===== src/rtl/hazard_controller.sv =====
// -----------------------------------------------------------------------------
// hazard_controller
//
// Pipeline sequencing controller for the 5-stage integer core. Each cycle it
// decides whether the pipeline:
//   - freezes while the external SRAM finishes a MEM-stage access,
//   - flushes on a taken branch,
//   - inserts a bubble for a load-use or RAW hazard, or
//   - advances normally.
// It also registers the forwarding-select codes for the EXE operand muxes and
// keeps saturating stall counters for performance measurement.
//
// Parameters
//   CNT_W            width of each saturating performance counter
//
// Ports
//   clk              core clock, all state updates on the rising edge
//   rst              synchronous active-high reset
//   forward_en       1 = forwarding mode, 0 = stall-only mode
//   id_src1/id_src2  source registers of the ID instruction
//   id_two_src       ID instruction reads id_src2 as a register
//   exe_dest/exe_wb_en/exe_mem_read   EXE instruction destination, wb, load
//   mem_dest/mem_wb_en                MEM instruction destination, wb
//   br_taken         branch/jump in EXE resolved taken
//   mem_access       MEM instruction is a load or store
//   sram_ready       one-cycle completion pulse from the SRAM controller
//   sram_req         one-cycle access start pulse to the SRAM controller
//   freeze_all       hold every pipeline register and the PC
//   pc_freeze        hold the PC
//   if_id_freeze     hold the IF/ID register
//   if_id_flush      load a bubble into IF/ID
//   id_exe_flush     load a bubble into ID/EXE
//   fwd_sel1/2       registered EXE operand select
//                    (00 regfile, 01 MEM ALU result, 10 WB value)
//   stall_cycles     saturating count of hazard-stall cycles
//   mem_wait_cycles  saturating count of freeze_all cycles
// -----------------------------------------------------------------------------
module hazard_controller #(
  parameter int CNT_W = 16
) (
  input  logic             clk,
  input  logic             rst,
  input  logic             forward_en,
  input  logic [4:0]       id_src1,
  input  logic [4:0]       id_src2,
  input  logic             id_two_src,
  input  logic [4:0]       exe_dest,
  input  logic             exe_wb_en,
  input  logic             exe_mem_read,
  input  logic [4:0]       mem_dest,
  input  logic             mem_wb_en,
  input  logic             br_taken,
  input  logic             mem_access,
  input  logic             sram_ready,
  output logic             sram_req,
  output logic             freeze_all,
  output logic             pc_freeze,
  output logic             if_id_freeze,
  output logic             if_id_flush,
  output logic             id_exe_flush,
  output logic [1:0]       fwd_sel1,
  output logic [1:0]       fwd_sel2,
  output logic [CNT_W-1:0] stall_cycles,
  output logic [CNT_W-1:0] mem_wait_cycles
);

  typedef enum logic [0:0] {
    RUN      = 1'b0,
    MEM_WAIT = 1'b1
  } state_t;

  localparam logic [1:0] SEL_RF  = 2'b00;
  localparam logic [1:0] SEL_MEM = 2'b01;
  localparam logic [1:0] SEL_WB  = 2'b10;

  localparam logic [CNT_W-1:0] CNT_MAX = {CNT_W{1'b1}};
  localparam logic [CNT_W-1:0] CNT_ONE = CNT_W'(1);

  state_t           state_r;
  state_t           state_nxt_s;

  logic             hz_exe1_s;
  logic             hz_exe2_s;
  logic             hz_mem1_s;
  logic             hz_mem2_s;
  logic             hz_exe_s;
  logic             hz_mem_s;
  logic             hazard_stall_s;

  logic [1:0]       fwd1_nxt_s;
  logic [1:0]       fwd2_nxt_s;
  logic [1:0]       fwd_sel1_r;
  logic [1:0]       fwd_sel2_r;

  logic             sram_req_s;
  logic             freeze_all_s;
  logic             pc_freeze_s;
  logic             if_id_freeze_s;
  logic             if_id_flush_s;
  logic             id_exe_flush_s;
  logic             do_stall_s;

  logic [CNT_W-1:0] stall_cycles_r;
  logic [CNT_W-1:0] mem_wait_cycles_r;

  // Per-source dependency detection; register 0 never matches, and src2
  // only counts when the ID instruction actually reads it as a register.
  always_comb begin
    hz_exe1_s = exe_wb_en && (exe_dest != 5'd0) && (exe_dest == id_src1);
    hz_exe2_s = exe_wb_en && (exe_dest != 5'd0) && id_two_src &&
                (exe_dest == id_src2);
    hz_mem1_s = mem_wb_en && (mem_dest != 5'd0) && (mem_dest == id_src1);
    hz_mem2_s = mem_wb_en && (mem_dest != 5'd0) && id_two_src &&
                (mem_dest == id_src2);
    hz_exe_s  = hz_exe1_s | hz_exe2_s;
    hz_mem_s  = hz_mem1_s | hz_mem2_s;
  end

  // Stall rule: with forwarding only a load in EXE cannot be bypassed;
  // without forwarding any pending writer in EXE or MEM blocks ID.
  always_comb begin
    if (forward_en) begin
      hazard_stall_s = exe_mem_read & hz_exe_s;
    end else begin
      hazard_stall_s = hz_exe_s | hz_mem_s;
    end
  end

  // Forwarding-select candidates; the EXE producer is newer so it wins.
  always_comb begin
    if (forward_en && hz_exe1_s) begin
      fwd1_nxt_s = SEL_MEM;
    end else if (forward_en && hz_mem1_s) begin
      fwd1_nxt_s = SEL_WB;
    end else begin
      fwd1_nxt_s = SEL_RF;
    end
    if (forward_en && hz_exe2_s) begin
      fwd2_nxt_s = SEL_MEM;
    end else if (forward_en && hz_mem2_s) begin
      fwd2_nxt_s = SEL_WB;
    end else begin
      fwd2_nxt_s = SEL_RF;
    end
  end

  // SRAM handshake decode: the request cycle is frozen, then every wait
  // cycle until the ready pulse; the ready cycle itself lets the pipe move.
  always_comb begin
    sram_req_s   = 1'b0;
    freeze_all_s = 1'b0;
    state_nxt_s  = RUN;
    case (state_r)
      RUN: begin
        sram_req_s   = mem_access;
        freeze_all_s = mem_access;
        if (mem_access) begin
          state_nxt_s = MEM_WAIT;
        end else begin
          state_nxt_s = RUN;
        end
      end
      MEM_WAIT: begin
        sram_req_s   = 1'b0;
        freeze_all_s = !sram_ready;
        if (sram_ready) begin
          state_nxt_s = RUN;
        end else begin
          state_nxt_s = MEM_WAIT;
        end
      end
      default: begin
        sram_req_s   = 1'b0;
        freeze_all_s = 1'b0;
        state_nxt_s  = RUN;
      end
    endcase
  end

  // Priority resolution: freeze > branch flush > hazard bubble > advance.
  // A taken branch squashes the ID instruction, so its hazard is moot.
  always_comb begin
    pc_freeze_s    = 1'b0;
    if_id_freeze_s = 1'b0;
    if_id_flush_s  = 1'b0;
    id_exe_flush_s = 1'b0;
    do_stall_s     = 1'b0;
    if (freeze_all_s) begin
      pc_freeze_s    = 1'b0;
      if_id_freeze_s = 1'b0;
    end else if (br_taken) begin
      if_id_flush_s  = 1'b1;
      id_exe_flush_s = 1'b1;
    end else if (hazard_stall_s) begin
      pc_freeze_s    = 1'b1;
      if_id_freeze_s = 1'b1;
      id_exe_flush_s = 1'b1;
      do_stall_s     = 1'b1;
    end else begin
      do_stall_s     = 1'b0;
    end
  end

  // Memory-access FSM state register.
  always_ff @(posedge clk) begin
    if (rst) begin
      state_r <= RUN;
    end else begin
      state_r <= state_nxt_s;
    end
  end

  // Forwarding selects: hold while frozen, clear when the ID instruction
  // becomes a bubble, otherwise follow it into EXE.
  always_ff @(posedge clk) begin
    if (rst) begin
      fwd_sel1_r <= SEL_RF;
      fwd_sel2_r <= SEL_RF;
    end else if (freeze_all_s) begin
      fwd_sel1_r <= fwd_sel1_r;
      fwd_sel2_r <= fwd_sel2_r;
    end else if (br_taken || hazard_stall_s) begin
      fwd_sel1_r <= SEL_RF;
      fwd_sel2_r <= SEL_RF;
    end else begin
      fwd_sel1_r <= fwd1_nxt_s;
      fwd_sel2_r <= fwd2_nxt_s;
    end
  end

  // Saturating performance counters.
  always_ff @(posedge clk) begin
    if (rst) begin
      stall_cycles_r    <= '0;
      mem_wait_cycles_r <= '0;
    end else begin
      if (do_stall_s && (stall_cycles_r != CNT_MAX)) begin
        stall_cycles_r <= stall_cycles_r + CNT_ONE;
      end else begin
        stall_cycles_r <= stall_cycles_r;
      end
      if (freeze_all_s && (mem_wait_cycles_r != CNT_MAX)) begin
        mem_wait_cycles_r <= mem_wait_cycles_r + CNT_ONE;
      end else begin
        mem_wait_cycles_r <= mem_wait_cycles_r;
      end
    end
  end

  assign sram_req        = sram_req_s;
  assign freeze_all      = freeze_all_s;
  assign pc_freeze       = pc_freeze_s;
  assign if_id_freeze    = if_id_freeze_s;
  assign if_id_flush     = if_id_flush_s;
  assign id_exe_flush    = id_exe_flush_s;
  assign fwd_sel1        = fwd_sel1_r;
  assign fwd_sel2        = fwd_sel2_r;
  assign stall_cycles    = stall_cycles_r;
  assign mem_wait_cycles = mem_wait_cycles_r;

endmodule


===== config.mk =====
export PLATFORM = sky130hd
export DESIGN_NAME = hazard_controller
export DESIGN_NICKNAME = d
export VERILOG_FILES = /design/src/rtl/hazard_controller.sv
export SDC_FILE = /design/constraint.sdc
export NUM_CORES = 1
export LEC_CHECK = 0
export ABC_CLOCK_PERIOD_IN_PS = 6800
export CELL_PAD_IN_SITES_DETAIL_PLACEMENT = 1
export CELL_PAD_IN_SITES_GLOBAL_PLACEMENT = 1
export CORE_UTILIZATION = 31
export DETAILED_ROUTE_END_ITERATION = 8
export PLACE_DENSITY_LB_ADDON = 0.1
export SLEW_MARGIN = 20
export SYNTH_ARGS = -nofsm -noshare
export SYNTH_HDL_FRONTEND = slang
export SYNTH_SLANG_ARGS = --single-unit

===== constraint.sdc =====
create_clock -name clk -period 6.8 [get_ports clk]
set_input_delay 1.7 -clock clk [delete_from_list [all_inputs] [get_ports clk]]
set_output_delay 1.7 -clock clk [all_outputs]
set_load 0.01 [all_outputs]

==> reports/results.ini, run 1 <==
[clock_network]
htree_levels = 2
cts_made_buffers = 5
ctsHoldBuffers = 0
postCtsSetupBuffers = 0
clock_path_buffers = 2
clkLatencyLatePin_ps = 290
cts_resized = 0
cts_tree = yes
clkSlewWorstSetupHoldPaths_ps = 70
cts_root_buf = clkbuf_8
clock_sinks = 37

[synthesis]
ys_ff_latch = 37
synth-main-ff-cell = dfxtp_1
syn_nets = 286
netlist_area_sq_mm = 0.00215
async_flop_share_pct = 0
postSynthCellCount = 254
avgSynthCellArea_sq_um = 8.47
synth_warnings = 0
synth_enable_flop_cells = 0
ys_types = 41
ys_seq_area_share_pct = 34.4

[drt]
antenna_left = 0
drc_errors = 0
vias = 2107
via_per_inst = 5.19
drt-pass1-iter-count = 4
drt_iter0_drc = 60
avgRoutedWirePerCell_um = 14.6
wl_mm = 5.94

[timing]
clock_skew_ps = 9.39
slew_violations = 0
slew_headroom_pct = 56.1
period_share_pct = 83.1
tightestPinTransition_ps = 649
hold_slack_ps = 465
max_freq_mhz = 177
finalSetupTns_ps = 0
setup_viol = 0
hold_viol = 0
fin_crit_ps = 5650
rsz0062_at_grt = no

[power]
power_frac_comb_pct = 14.1
pwr-share-clk_pct = 37.4
swShare_pct = 24.7
power_density_mw_per_mm2 = 151
p_switching_mw = 0.113
leakagePower_nw = 1.02
p_seq_share_pct = 48.5
power.internal_mw = 0.345
power_mw = 0.458
ir_drop_v = 0.0000586

[floorplanning]
die_y_um = 85.3
rows = 30
die_w_um = 85.3
num_io_pins = 72
dieArea_sq_mm = 0.00728
core_area_sq_mm = 0.00676
start_util_pct = 31.9

[setup_path]
worstSetupStartpointType = input port
crit_fanout = 11
path_common_cell = clkdlybuf4s50_1
required_ps = 5100
cp.arrival_ps = 3950
end_kind = output port
path_buf_inv = 3
critPathSlowestCell = clkdlybuf4s50_1
max_stage_delay_ps = 530
critPathKind = in -> out
crit_path_cell_trace = clkdlybuf4s50_1 > nor2b_1 > a21o_1 > or3b_2 > a221oi_2 > a21oi_2 > inv_1 > clkdlybuf4s50_1
critPathTopFamily = buffers and inverters

[global_route]
grt_pass1_wl_mm = 9.96
overflow = 0
grt_antenna_before_repair = 0
grtUsageTotal_pct = 17.1
grt_pass1_vias = 1947
grt_max_degree = 44

[placed_design]
dp_hpwl_mm = 4.49
gp_congestion = 0.789
portBuffers = 71

[flow_run]
max_cap_viol_count = 0

[layout]
insertedDiodeCount = 0
drive_above_1_share_pct = 7.36
layout.nets = 357
fillers = 798
synthToLayoutAreaGrowth_pct = 40.9

[run_status]
status = finished, final reports clean

[hold_path]
hold_class = reg -> reg

-- sequential cells by signal, summed over array words and instances, names as in the netlist --
register	cells
fwd_sel2	2
fwd_sel1	2
mem_wait_cycles	16
state_r	1
stall_cycles	16
-- routing by layer --
layer / routed length [um] / track usage, % / up-vias
met1: 2930 / 23.8 / 1012
met2: 2740 / 27.3 / 41
li1: - / - / 1050
met4: 46 / 4.09 / 0
met3: 219 / 3.21 / 4
met5: 0 / 0 / -
-- cells in the mapped netlist, types with 7 or more instances --
cell type | instances | share of area [%]
a21oi_1 | 9 | 2.1
dfxtp_1 | 37 | 34
inv_1 | 9 | 1.6
nand2_1 | 14 | 2.4
nand3_1 | 18 | 4.2
nand4_1 | 12 | 3.5
nor2_1 | 31 | 5.4
nor2b_1 | 10 | 2.9
nor3_1 | 9 | 2.1
o21ai_0 | 7 | 1.6
or4_1 | 7 | 2.4
xnor2_1 | 14 | 5.7
xor2_1 | 20 | 8.1
-- cell type report --
class,instances,area [sq um],area share [%]
multi-input cells,198,1320,43.6
repair buffers,74,733,24.2
well taps,80,100,3.30
flip-flops and latches,37,741,24.4
clock inverters,1,5.00,0.165
clock buffers,7,96.3,3.18
inverters,9,33.8,1.11
-- power groups by stage --
| stage | Combinational [mW] | Sequential [mW] | Clock [mW] |
|---|---|---|---|
| after floorplan | 0.0283 | 0.227 | 0 |
| after global placement | 0.0643 | 0.227 | 0 |
| after detailed placement | 0.0649 | 0.227 | 0 |
| after CTS | 0.0653 | 0.222 | 0.178 |
| after global routing | 0.0710 | 0.222 | 0.188 |
| final | 0.0644 | 0.222 | 0.171 |
-- placed cells by master (no fill, tap or decap), types with 3 or more instances in the layout --
cell type	n
nor2b_1	10
o31ai_1	5
clkdlybuf4s50_1	71
inv_1	9
nand4_1	12
mux2_2	5
xnor2_1	14
nor2_1	31
nor4_1	3
nand2_1	14
and4_1	4
or3_1	4
dfxtp_1	37
buf_4	3
nand3_1	18
or4_1	7
clkbuf_8	7
nor4_4	3
o21ai_0	7
a21oi_1	9
mux2_1	3
xor2_1	20
nor3_1	8
-- worst reg2reg max path: cells and delay by family, from the launching register on --
family	cells	cell delay (ps)
AO/OA/AOI/OAI	3	630
buffers and inverters	1	230
flip-flops	1	340
multiplexers	1	380
AND/OR/NAND/NOR	3	970
-- per-stage QoR --
stage / worst slack, ps / instances / utilization [%] / area, sq um
final: 1150 / 406 / 44.9 / 3030
after global routing: 1000 / 406 / 44.9 / 3030
after CTS: 1120 / 406 / 44.9 / 3030
after detailed placement: 1120 / 398 / 43.4 / 2930
after global placement: 1170 / 398 / 43.4 / 2930
after floorplan: 1770 / 254 / - / 2150
-- path summary, 6_finish.rpt --
check | start | end | slack, ps | cells past startpoint
setup reg to reg | state_r | stall_cycles[5] | 4140 | 8
hold reg to reg | fwd_sel1[0] | fwd_sel1[0] | 470 | 2
setup / recovery | mem_access | pc_freeze | 1150 | 8
hold / removal | fwd_sel1[0] | fwd_sel1[0] | 470 | 2
-- cell families after synthesis --
group                    share of synthesized area, %
buffers and inverters                            4.30
flip-flops                                       34.4
multiplexers                                     4.65
adder cells (fa/ha/maj)                          1.16
AND/OR/NAND/NOR                                  30.9
AO/OA/AOI/OAI                                    10.7
XOR/XNOR                                         13.8
No activity file was read; power rests on OpenSTA's default activity.
==> run 2: changes to the inputs <==
- ABC_CLOCK_PERIOD_IN_PS: 6800 -> 4580
- CORE_UTILIZATION: 31 -> 30
- clock period: 6.8 -> 4.58 ns (I/O delays scaled with it)
==> run 2 against run 1 <==
First-iteration DRC count increased by 25%. Critical endpoint is now if_id_freeze. Largest cell class unchanged. Clock skew decreased by 1.7 ps. Sequential share of layout area decreased by 0.47 points. Largest power group unchanged. Final cell count increased by 4.4%.
==> reports/results.ini, run 2 (synthesis gave the netlist of run 1 again) <==
[clock_network]
ctsHoldBuffers = 0  ; unchanged
postCtsSetupBuffers = 0  ; unchanged
htree_levels = 2  ; unchanged
cts_resized = 0  ; unchanged
clkLatencyLatePin_ps = 290  ; about the same
clkSlewWorstSetupHoldPaths_ps = 80  ; was 70 ps
clock_path_buffers = 2  ; unchanged
cts_made_buffers = 5  ; unchanged
cts_tree = yes  ; unchanged
cts_root_buf = clkbuf_8  ; unchanged
clock_sinks = 37  ; unchanged

[drt]
avgRoutedWirePerCell_um = 14.0  ; was 14.6 um
antenna_left = 0  ; unchanged
drt-pass1-iter-count = 2  ; was 4
wl_mm = 5.95  ; was 5.94 mm
drc_errors = 0  ; unchanged
drt_iter0_drc = 75  ; was 60
via_per_inst = 4.98  ; was 5.19
vias = 2112  ; was 2107

[setup_path]
worstSetupStartpointType = input port  ; unchanged
critPathKind = in -> out  ; unchanged
r2r-start = stall_cycles[2]  ; was state_r
end_kind = output port  ; unchanged
cp.arrival_ps = 3310  ; was 3950 ps
critPathLaunch = mem_access  ; unchanged
critPathSlowestCell = clkdlybuf4s50_1  ; unchanged
path_common_cell = clkdlybuf4s50_1  ; unchanged
max_stage_delay_ps = 530  ; about the same
critPathTopFamily = buffers and inverters  ; unchanged
crit_fanout = 6  ; was 11
r2r_setup_slack_ps = 1980  ; was 4140 ps
required_ps = 3430  ; was 5100 ps
crit_path_cell_trace = clkdlybuf4s50_1 > nor2b_1 > a21o_1 > or3b_2 > a221oi_2 > a21oi_2 > inv_1 > clkdlybuf4s50_1  ; unchanged
path_buf_inv = 3  ; unchanged

[timing]
hold_viol = 0  ; unchanged
finalSetupTns_ps = 0  ; unchanged
tightestPinTransition_ps = 711  ; was 649 ps
slew_violations = 0  ; unchanged
setup_viol = 0  ; unchanged
rsz0062_at_grt = no  ; unchanged
max_freq_mhz = 225
fin_crit_ps = 4450
clock_skew_ps = 7.65  ; was 9.39 ps
period_share_pct = 97.2
slew_headroom_pct = 52.3  ; was 56.1%

[hold_path]
hold_start = fwd_sel2[0]  ; was fwd_sel1[0]
hold_class = reg -> reg  ; unchanged

[floorplanning]
rows = 30  ; unchanged
die_y_um = 86.7  ; was 85.3 um
core_area_sq_mm = 0.00687  ; was 0.00676 sq mm
start_util_pct = 31.3  ; was 31.9%
dieArea_sq_mm = 0.00752  ; was 0.00728 sq mm
die_w_um = 86.7  ; was 85.3 um
num_io_pins = 72  ; unchanged

[power]
leakagePower_nw = 1.04  ; was 1.02 nW
ir_drop_v = 0.000120  ; was 0.0000586 V
power_density_mw_per_mm2 = 236  ; was 151 mW/mm^2
power_mw = 0.730  ; was 0.458 mW

[layout]
final_cell_mix = clkdlybuf4s50_1 (71), dfxtp_1 (37), nor2_1 (31)  ; unchanged
synthToLayoutAreaGrowth_pct = 43.7  ; was 40.9%
post-route-util_pct = 45.0  ; was 44.9%
insertedDiodeCount = 0  ; unchanged
drive_above_1_share_pct = 8.23  ; was 7.36%
fillers = 832  ; was 798
layout_commonest_cell = clkdlybuf4s50_1  ; unchanged
layout.nets = 359  ; was 357

[placed_design]
gp_congestion = 0.818  ; was 0.789
dp_hpwl_mm = 4.58  ; was 4.49 mm
portBuffers = 71  ; unchanged

[global_route]
grtUsageTotal_pct = 17.0  ; was 17.1%
overflow = 0  ; unchanged
grt_max_degree = 44  ; unchanged
grt_antenna_before_repair = 0  ; unchanged
grt_pass1_wl_mm = 10.0  ; was 9.96 mm
grt_pass1_vias = 2150  ; was 1947

[run_status]
status = finished, final reports clean  ; unchanged

[flow_run]
max_cap_viol_count = 0  ; unchanged

-- run 2: worst min-delay path: stages (launching register included) --
cell	delay, ps
dfxtp_1	330
nand2_1	40
o21ai_0	50
-- run 2: power by group --
part	internal [mW]	total, mW	switching, mW
Sequential	0.325	0.329	0.00398
Combinational	0.0530	0.0979	0.0449
Clock	0.177	0.303	0.126
Total	0.555	0.730	0.175
-- run 2: area by class of cell --
class,count,area [sq um],area share (%)
multi-input combinational,198,1330,43.0
timing repair buffer,76,748,24.2
sequential,37,741,23.9
tap,96,120,3.88
clock buffer,6,82.6,2.67
clock inverter,2,37.5,1.21
inverter,9,33.8,1.09
-- run 2: final timing paths --
path,endpoint,cells after the start
worst max register to register,stall_cycles[9],7
worst min-delay path,fwd_sel2[0],2
worst max-delay path,if_id_freeze,8
worst min register to register,fwd_sel2[0],2
-- run 2: stage by stage --
| stage | instance area, sq um | hold WS, ps | std cells | setup WS, ps |
|---|---|---|---|---|
| after global routing | 3090 | 504 | 424 | 17.5 |
| after detailed placement | 2970 | 445 | 416 | 94.6 |
| after global placement | 2970 | 439 | 416 | 138 |
| final | 3090 | 455 | 424 | 129 |
| after CTS | 3090 | 463 | 424 | 86.1 |
| after floorplan | 2150 | 483 | 254 | 657 |
-- run 2: per-layer routing --
metal	up-vias	GRT usage (%)	routed length (um)
met5	-	0	0
met4	0	6.36	124
met3	13	3.52	207
met2	46	30.4	2910
met1	1003	19.9	2710
li1	1050	-	-
